$ cat config.mk
export PLATFORM = sky130hd
export DESIGN_NAME = clkdiv_sched
export DESIGN_NICKNAME = d
export VERILOG_FILES = /design/src/rtl/clkdiv_sched.sv
export SDC_FILE = /design/constraint.sdc
export NUM_CORES = 1
export LEC_CHECK = 0
export ABC_CLOCK_PERIOD_IN_PS = 1750
export BUFFER_PORTS_ARGS = -buffer_cell sky130_fd_sc_hd__buf_2
export CORE_MARGIN = 5
export CORE_UTILIZATION = 34
export CTS_CLUSTER_SIZE = 16
export DETAILED_ROUTE_END_ITERATION = 7
export GPL_ROUTABILITY_DRIVEN = 1
export GPL_TIMING_DRIVEN = 0
export PLACE_DENSITY_LB_ADDON = 0.3
export SYNTH_ARGS = -nofsm -noshare
export SYNTH_HDL_FRONTEND = slang
export SYNTH_SLANG_ARGS = --single-unit
$ cat constraint.sdc
create_clock -name clkin -period 1.75 [get_ports clkin]
set_clock_uncertainty 0.05 [all_clocks]
set_input_delay 0.2625 -clock clkin [delete_from_list [all_inputs] [get_ports clkin]]
set_output_delay 0.2625 -clock clkin [all_outputs]
set_load 0.01 [all_outputs]
$ cat src/rtl/clkdiv_sched.sv
// Ratio scheduler for the /2-/4 clock divider: arbitrates two requesters and switches div4not2 only at the divider's pre-zero phase.
// Optional CLKDIV_SCHED_LOCK_EN adds a lock input that freezes new grants while high.
module clkdiv_sched #(
  parameter int unsigned SETTLE_CYCLES = 4,
  parameter logic        RESET_DIV4    = 1'b1
) (
  input  logic       clkin,
  input  logic       rst,
  input  logic [1:0] div_phase,
  input  logic       req_a,
  input  logic       sel_a,
  output logic       ack_a,
  input  logic       req_b,
  input  logic       sel_b,
  output logic       ack_b,
  output logic       div4not2,
  output logic       busy
`ifdef CLKDIV_SCHED_LOCK_EN
  ,
  input  logic       lock
`endif
);

  typedef enum logic [1:0] {
    IDLE       = 2'd0,
    WAIT_PHASE = 2'd1,
    SETTLE     = 2'd2,
    ACK        = 2'd3
  } state_t;

  localparam logic OWN_A = 1'b0;
  localparam logic OWN_B = 1'b1;

  state_t     state, state_n;
  logic       owner, owner_n;
  logic       target, target_n;
  logic       last_grant, last_grant_n;
  logic [3:0] cnt, cnt_n;
  logic       div_n;
  logic       grant_en;
  logic       pick;

  // Phase the divider occupies in the cycle just before it returns to 00.
  function automatic logic [1:0] pre_zero(input logic div4);
    return div4 ? 2'b01 : 2'b11;
  endfunction

`ifdef CLKDIV_SCHED_LOCK_EN
  assign grant_en = !lock;
`else
  assign grant_en = 1'b1;
`endif

  always_comb begin
    state_n      = state;
    owner_n      = owner;
    target_n     = target;
    last_grant_n = last_grant;
    cnt_n        = cnt;
    div_n        = div4not2;
    pick         = OWN_A;
    case (state)
      IDLE: begin
        if (grant_en && (req_a || req_b)) begin
          if (req_a && req_b) pick = (last_grant == OWN_A) ? OWN_B : OWN_A;
          else                pick = req_b ? OWN_B : OWN_A;
          owner_n  = pick;
          target_n = (pick == OWN_B) ? sel_b : sel_a;
          state_n  = (target_n == div4not2) ? ACK : WAIT_PHASE;
        end
      end
      WAIT_PHASE: begin
        if (div_phase == pre_zero(div4not2)) begin
          div_n   = target;
          cnt_n   = 4'(SETTLE_CYCLES);
          state_n = SETTLE;
        end
      end
      SETTLE: begin
        cnt_n = cnt - 4'd1;
        if (cnt == 4'd1) state_n = ACK;
      end
      ACK: begin
        last_grant_n = owner;
        state_n      = IDLE;
      end
      default: state_n = IDLE;
    endcase
  end

  // Acks are registered so they are high exactly while the FSM sits in ACK.
  always_ff @(posedge clkin) begin
    if (rst) begin
      state      <= IDLE;
      owner      <= OWN_A;
      target     <= RESET_DIV4;
      last_grant <= OWN_B;
      cnt        <= 4'd0;
      div4not2   <= RESET_DIV4;
      ack_a      <= 1'b0;
      ack_b      <= 1'b0;
    end else begin
      state      <= state_n;
      owner      <= owner_n;
      target     <= target_n;
      last_grant <= last_grant_n;
      cnt        <= cnt_n;
      div4not2   <= div_n;
      ack_a      <= (state_n == ACK) && (owner_n == OWN_A);
      ack_b      <= (state_n == ACK) && (owner_n == OWN_B);
    end
  end

  assign busy = (state != IDLE);

endmodule

==> metrics.txt, run 1 <==
status=complete, no violations; pwr/cell area=1170 nW/um2; Setup TNS Final=0 ns; CTS max path bufs=2; cell depth of the worst flop-to-flop path=4; final core utilization=42.9%; Die H=52.6 um; critical path launch point type=flop; post-synthesis adder-cell area fraction=4.05%; total global-route track usage=10.9%; # IOs=12; # fillers=185; CTS-repair resized insts=0; Core ar.=1730 um2; Hold Buf Count CTS=0; final setup fails=0; Setup CP Type=reg2reg; Worst Setup End Kind=flop; CP endpoint=ack_b$_SDFF_PP0_; delay-heaviest family, CP=compound AO/OA/AOI/OAI gates; gpl congestion=0.765; WL final=1.21 mm; Die W=52.6 um; reg-to-reg critical path endpoint=ack_b$_SDFF_PP0_; drt drc=0; sw frac=33.0%; Net Count, Synth=77; crit path DAT=1.68 ns; CP Cell Sequence=a21boi_0 > mux2i_1 > xor2_1 > o211a_1; WHS Path Cells=2; min-delay worst type=in2reg; CP Depth=4; clock slew at reported path FFs=0.08 ns; vias per cell=4.82; internal reg-to-reg setup slack=0.25 ns; CTS root buffer=clkbuf_4; Starting Density=35.8%; part of the cycle the worst path needs=85.7%; DPL Wire Length=957 um; Compound-Gate Fraction of Synth Area=23.7%; H-Tree Depth=1; non-filler cells, final=107; Pwr Total=867 uW; Post-DP Area=704 um2; CTS Buf Count=3; largest family of logic cells by synthesized area=compound AO/OA/AOI/OAI gates; total inserted antenna cells=0; Synthesis Warnings=0; largest net degree at the start of global routing=11; Final Net Count=93; Post-synth EDFFs=0; worst endpoint required time=1.93 ns; Final Hold Vio Count=0; initial DRC count=4; drt pass-1 iters=4; power share of the sequential group=42.1%; Congestion Overflow GR=0; Routed Antenna Nets=0; Routed wire per std cell=11.3 um; register bit total from synthesis=12; Seq/Total Area, Yosys=38.9%; Yosys cell types=32; CTS tree=built; Die ar.=2770 um2; mux contribution to synthesized area=1.62%; Slew HR=52.9%; row count=15; Clock power frac=25.6%; Slowest-stage cell, CP=mux2i_1; area share of and/or/nand/nor cells after synthesis=22.7%; Cell Int Power=581 uW; placed cell count=103; pre-CTS setup slack=0.155 ns; Switch Pwr=286 uW; largest fanout on the critical path=3; reg2reg start=last_grant$_SDFFE_PP1N_; ys async rst share=0%; finished layout cell area=741 um2; Mapped Area=618 um2; largest stage delay on the critical path=0.35 ns; Max Cap Viol=0; Static Leak=0.339 nW; syn avg cell area=9.23 um2; post-layout min period=1.50 ns; initial antenna violation count=0; Worst Path Buf+Inv=0; post-synthesis xor/xnor area fraction=4.25%; commonest register cell after synthesis=dfxtp_1; f_max=667 MHz; unrepaired setup endpoints after global routing=false; Clock Sinks=12; Max Slew Vio Count=0; Area Growth Syn to Fin=19.8%; Mapped Cells=67; count of input and output buffers=11; Worst Tran Pin Value=0.700 ns; vias in the first global route=520; first-pass GRT wire length=2.18 mm; hold slack final=0.137 ns; proportion of power drawn by combinational gates=32.3%; Vias=516; Worst-Skew Late Latency=0.28 ns; worst setup path startpoint=last_grant$_SDFFE_PP1N_; VDD IR max=657 uV; Final WS setup=0.250 ns; Post-CTS Setup Inserts=0; fraction of layout cells with a size suffix above 1=26.8%
-- state kept, by name, summed over array words and instances, names as in the netlist --
register / cells
ack_a: 1
last_grant: 1
owner: 1
target: 1
ack_b: 1
state: 2
cnt: 4
div4not2: 1
-- synth_stat cells (2+ instances only) --
library cell | instances | share of area (%)
xor2_1 | 2 | 2.8
ha_1 | 2 | 4.0
dfxtp_1 | 12 | 39
nor2_1 | 5 | 3.0
a21boi_0 | 2 | 2.4
inv_1 | 5 | 3.0
a21oi_1 | 5 | 4.0
nor3_1 | 3 | 2.4
nand2_1 | 7 | 4.3
o211a_1 | 2 | 3.2
-- worst register-to-register path: stages, from the launching register on --
cell and delay [ns]:
dfxtp_1 0.31, a21boi_0 0.28, mux2i_1 0.35, xor2_1 0.27, o211a_1 0.19
-- placed cells by master (no fill, tap or decap), types with 2 or more instances in the layout --
master	instances
buf_2	11
nor3_1	3
nand2_1	7
a21boi_0	2
inv_1	5
nor2_1	5
a21oi_1	5
dfxtp_1	12
o211a_1	2
ha_1	2
clkbuf_4	3
xor2_1	2
-- cells by family after synthesis --
group	Yosys count
buffers and inverters	7
AO/OA/AOI/OAI	17
XOR/XNOR	3
multiplexers	1
adder cells (fa/ha/maj)	2
AND/OR/NAND/NOR	25
flip-flops	12
-- area by class of cell --
cell class	instances	area, um2	area share (%)
Multi-Input combinational cell	48	348	47.0
Sequential cell	12	240	32.4
Buffer	2	11.3	1.52
Clock buffer	4	36.3	4.90
Timing Repair Buffer	11	55.1	7.43
Tap cell	25	31.3	4.22
Inverter	5	18.8	2.53
-- metal layers --
metal	GRT usage [%]	part of all wire [%]	up-vias
li1	-	-	269
met2	15.1	45	8
met5	0	0	-
met4	8.51	1.3	0
met3	2.56	3.8	2
met1	14.2	50	237
-- power by group through the flow --
stage / sequential (mW) / clock, mW / combinational, mW
floorplan: 0.366 / 0 / 0.216
global placement: 0.374 / 0 / 0.276
detailed placement: 0.372 / 0 / 0.280
CTS: 0.366 / 0.229 / 0.282
global route: 0.374 / 0.245 / 0.318
finish: 0.365 / 0.222 / 0.280
-- worst min path at each step --
stage	startpoint	slack, ns	end
final	rst	0.14	owner$_SDFF_PP0_
after global routing	rst	0.13	owner$_SDFF_PP0_
after CTS	rst	0.14	owner$_SDFF_PP0_
after detailed placement	target$_SDFFE_PP1P_	0.40	target$_SDFFE_PP1P_
after global placement	target$_SDFFE_PP1P_	0.40	target$_SDFFE_PP1P_
after floorplan	rst	0.28	owner$_SDFF_PP0_
Note: power is estimated with default switching activity, not from simulation.
==> inputs of run 2 (changes only) <==
--- a/config.mk
+++ b/config.mk
@@ -5,7 +5,7 @@
 export SDC_FILE = /design/constraint.sdc
 export NUM_CORES = 1
 export LEC_CHECK = 0
-export ABC_CLOCK_PERIOD_IN_PS = 1750
+export ABC_CLOCK_PERIOD_IN_PS = 1200
 export BUFFER_PORTS_ARGS = -buffer_cell sky130_fd_sc_hd__buf_2
 export CORE_MARGIN = 5
 export CORE_UTILIZATION = 34
==> constraint.sdc (replaced) <==
create_clock -name clkin -period 1.2 [get_ports clkin]
set_clock_uncertainty 0.05 [all_clocks]
set_input_delay 0.18 -clock clkin [delete_from_list [all_inputs] [get_ports clkin]]
set_output_delay 0.18 -clock clkin [all_outputs]
set_load 0.01 [all_outputs]
==> metrics.txt, run 2 (same netlist as run 1, synthesis figures left out) <==
status=finished with violations; violated checks=setup timing; DPL Wire Length=936 um (-2.2%); Starting Density=35.8% (unchanged); Vias=544 (+5.4%); Hold EP=owner$_SDFF_PP0_; crit path DAT=1.47 ns (-0.21 ns); power share of the sequential group=37.5% (-4.6 points); non-filler cells, final=114 (+6.5%); Final Hold Vio Count=0 (unchanged); largest net degree at the start of global routing=11 (unchanged); Worst-Skew Late Latency=0.27 ns (about the same); Routed wire per std cell=12.1 um (+6.8%); largest stage delay on the critical path=0.37 ns (+0.02 ns); Cell Int Power=978 uW (+68%); Largest Register=cnt; Pwr Total=1.47 mW (+70%); CP Cell Sequence=or3b_1 > a22o_1 > nor2b_4 > o211a_1; final setup fails=10 (+10); vias per cell=4.77 (-1.0%); Max Slew Vio Count=0 (unchanged); # fillers=178 (-3.8%); Final Net Count=100 (+7.5%); gpl congestion=0.732 (-4.3%); count of input and output buffers=11 (unchanged); Switch Pwr=493 uW (+72%); internal reg-to-reg setup slack=-0.15 ns (-0.40 ns); clock slew at reported path FFs=0.08 ns (about the same); Routed Antenna Nets=0 (unchanged); min-delay worst type=in2reg; Core ar.=1730 um2 (unchanged); worst endpoint required time=1.32 ns (-0.61 ns); row count=15 (unchanged); total global-route track usage=11.0% (+0.12 points); Setup TNS Final=-0.705 ns (-0.705 ns); Worst Tran Pin Value=0.450 ns (-0.250 ns); proportion of power drawn by combinational gates=40.3% (+8.0 points); most frequent cells in the layout=buf_2 (11), nand2_1 (6), dfxtp_1 (6); commonest non-fill, non-tap cell in the layout=buf_2; Final WS setup=-0.148 ns (-0.398 ns); fraction of layout cells with a size suffix above 1=55.1% (+28 points); Clock power frac=22.3% (-3.3 points); CTS tree=built; Clock Sinks=12 (unchanged); critical path launch point type=flop; pwr/cell area=1640 nW/um2 (+40%); reg2reg start=state[0]$_SDFF_PP0_; Static Leak=0.395 nW (+16%); f_max=742 MHz (+11%); CTS Buf Count=3 (unchanged); VDD IR max=966 uV (+47%); unrepaired setup endpoints after global routing=true; part of the cycle the worst path needs=112% (+27 points); initial antenna violation count=0 (unchanged); Max Cap Viol=0 (unchanged); Slowest-stage cell, CP=or3b_1; initial DRC count=3 (-1); Worst Setup End Kind=flop; H-Tree Depth=1 (unchanged); cell depth of the worst flop-to-flop path=4 (unchanged); placed cell count=103 (unchanged); Post-DP Area=717 um2 (+1.8%); Largest regs=cnt: 4 flops, state: 2 flops; CTS root buffer=clkbuf_4; Slew HR=70.0% (+17 points); largest fanout on the critical path=2 (-1); vias in the first global route=527 (+1.3%); first-pass GRT wire length=2.19 mm (+0.64%); WL final=1.38 mm (+14%); Die ar.=2770 um2 (unchanged); max FFs per register=4 (unchanged); reg-to-reg critical path endpoint=ack_b$_SDFF_PP0_; drt drc=0 (unchanged); # IOs=12 (unchanged); HP Start=rst; Congestion Overflow GR=0 (unchanged); post-layout min period=1.35 ns (-0.152 ns); drt pass-1 iters=2 (-2); Setup CP Type=reg2reg; WHS Path Cells=2 (unchanged); Die W=52.6 um (unchanged); Area Growth Syn to Fin=44.9%; sw frac=33.5% (+0.50 points); finished layout cell area=896 um2 (+21%); CTS max path bufs=2 (unchanged); total inserted antenna cells=0 (unchanged); Die H=52.6 um (unchanged)
-- run 2: cell types whose count changed in the layout (fill, tap and decap cells not counted), sizes merged --
cell | before | now
buf | 12 | 19
-- run 2: power groups by stage --
stage	registers, mW	logic [mW]	clock network [mW]
3_3_place_gp	0.547	0.408	0
3_5_place_dp	0.548	0.415	0
2_1_floorplan	0.536	0.322	0
4_1_cts	0.547	0.467	0.337
5_1_grt	0.562	0.662	0.357
6_report	0.551	0.593	0.327
-- run 2: worst max-delay path by stage --
stage               cells past startpoint           startpoint               end  slack [ns]
finish                                  4  state[0]$_SDFF_PP0_  ack_b$_SDFF_PP0_       -0.15
global route                            4  state[1]$_SDFF_PP0_  ack_b$_SDFF_PP0_       -0.22
CTS                                     4  state[0]$_SDFF_PP0_  ack_a$_SDFF_PP0_       -0.15
detailed placement                      5                req_a  ack_a$_SDFF_PP0_       -0.16
global placement                        5                req_a  ack_a$_SDFF_PP0_       -0.16
floorplan                               4  state[1]$_SDFF_PP0_  ack_b$_SDFF_PP0_       -0.07
-- run 2: repair_timing --
action / CTS / global route
endpoints found under the setup margin: 11 / 12
hold buffers: 0 / 0
buffers inserted: 5 / 2
resized for setup: 7 / 18
pin swaps: 5 / 10
hold endpoints to repair: 0 / 0
-- run 2: stage by stage --
step                util [%]  worst slack [ns]  hold WS, ns
floorplan                  -           -0.0665        0.198
global placement        41.5            -0.159        0.351
detailed placement      41.5            -0.161        0.355
CTS                     46.7            -0.152       0.0565
global route            51.9            -0.223       0.0565
finish                  51.9            -0.148       0.0649
-- run 2: layout make-up --
| type | count | area [um2] | share of cell area (%) |
|---|---|---|---|
| tap | 25 | 31.3 | 3.49 |
| sequential | 12 | 250 | 27.9 |
| multi-input combinational | 48 | 422 | 47.1 |
| buffer | 2 | 15.0 | 1.68 |
| clock buffer | 4 | 36.3 | 4.05 |
| inverter | 5 | 18.8 | 2.09 |
| timing repair buffer | 18 | 123 | 13.7 |
-- run 2: metal layers --
layer | routed length (um) | vias up | track usage [%] | share of wire (%)
met5 | 0 | - | 0 | 0
met4 | 6 | 0 | 2.55 | 0.43
met3 | 69 | 2 | 5.41 | 5.0
met2 | 678 | 8 | 18.0 | 49
met1 | 625 | 254 | 12.9 | 45
li1 | - | 280 | - | -
-- run 2: worst max-delay path: cells and delay by family, from the launching register on --
kind / cells / cell delay [ns]
flops: 1 / 0.33
compound gates: 2 / 0.37
simple gates: 2 / 0.50
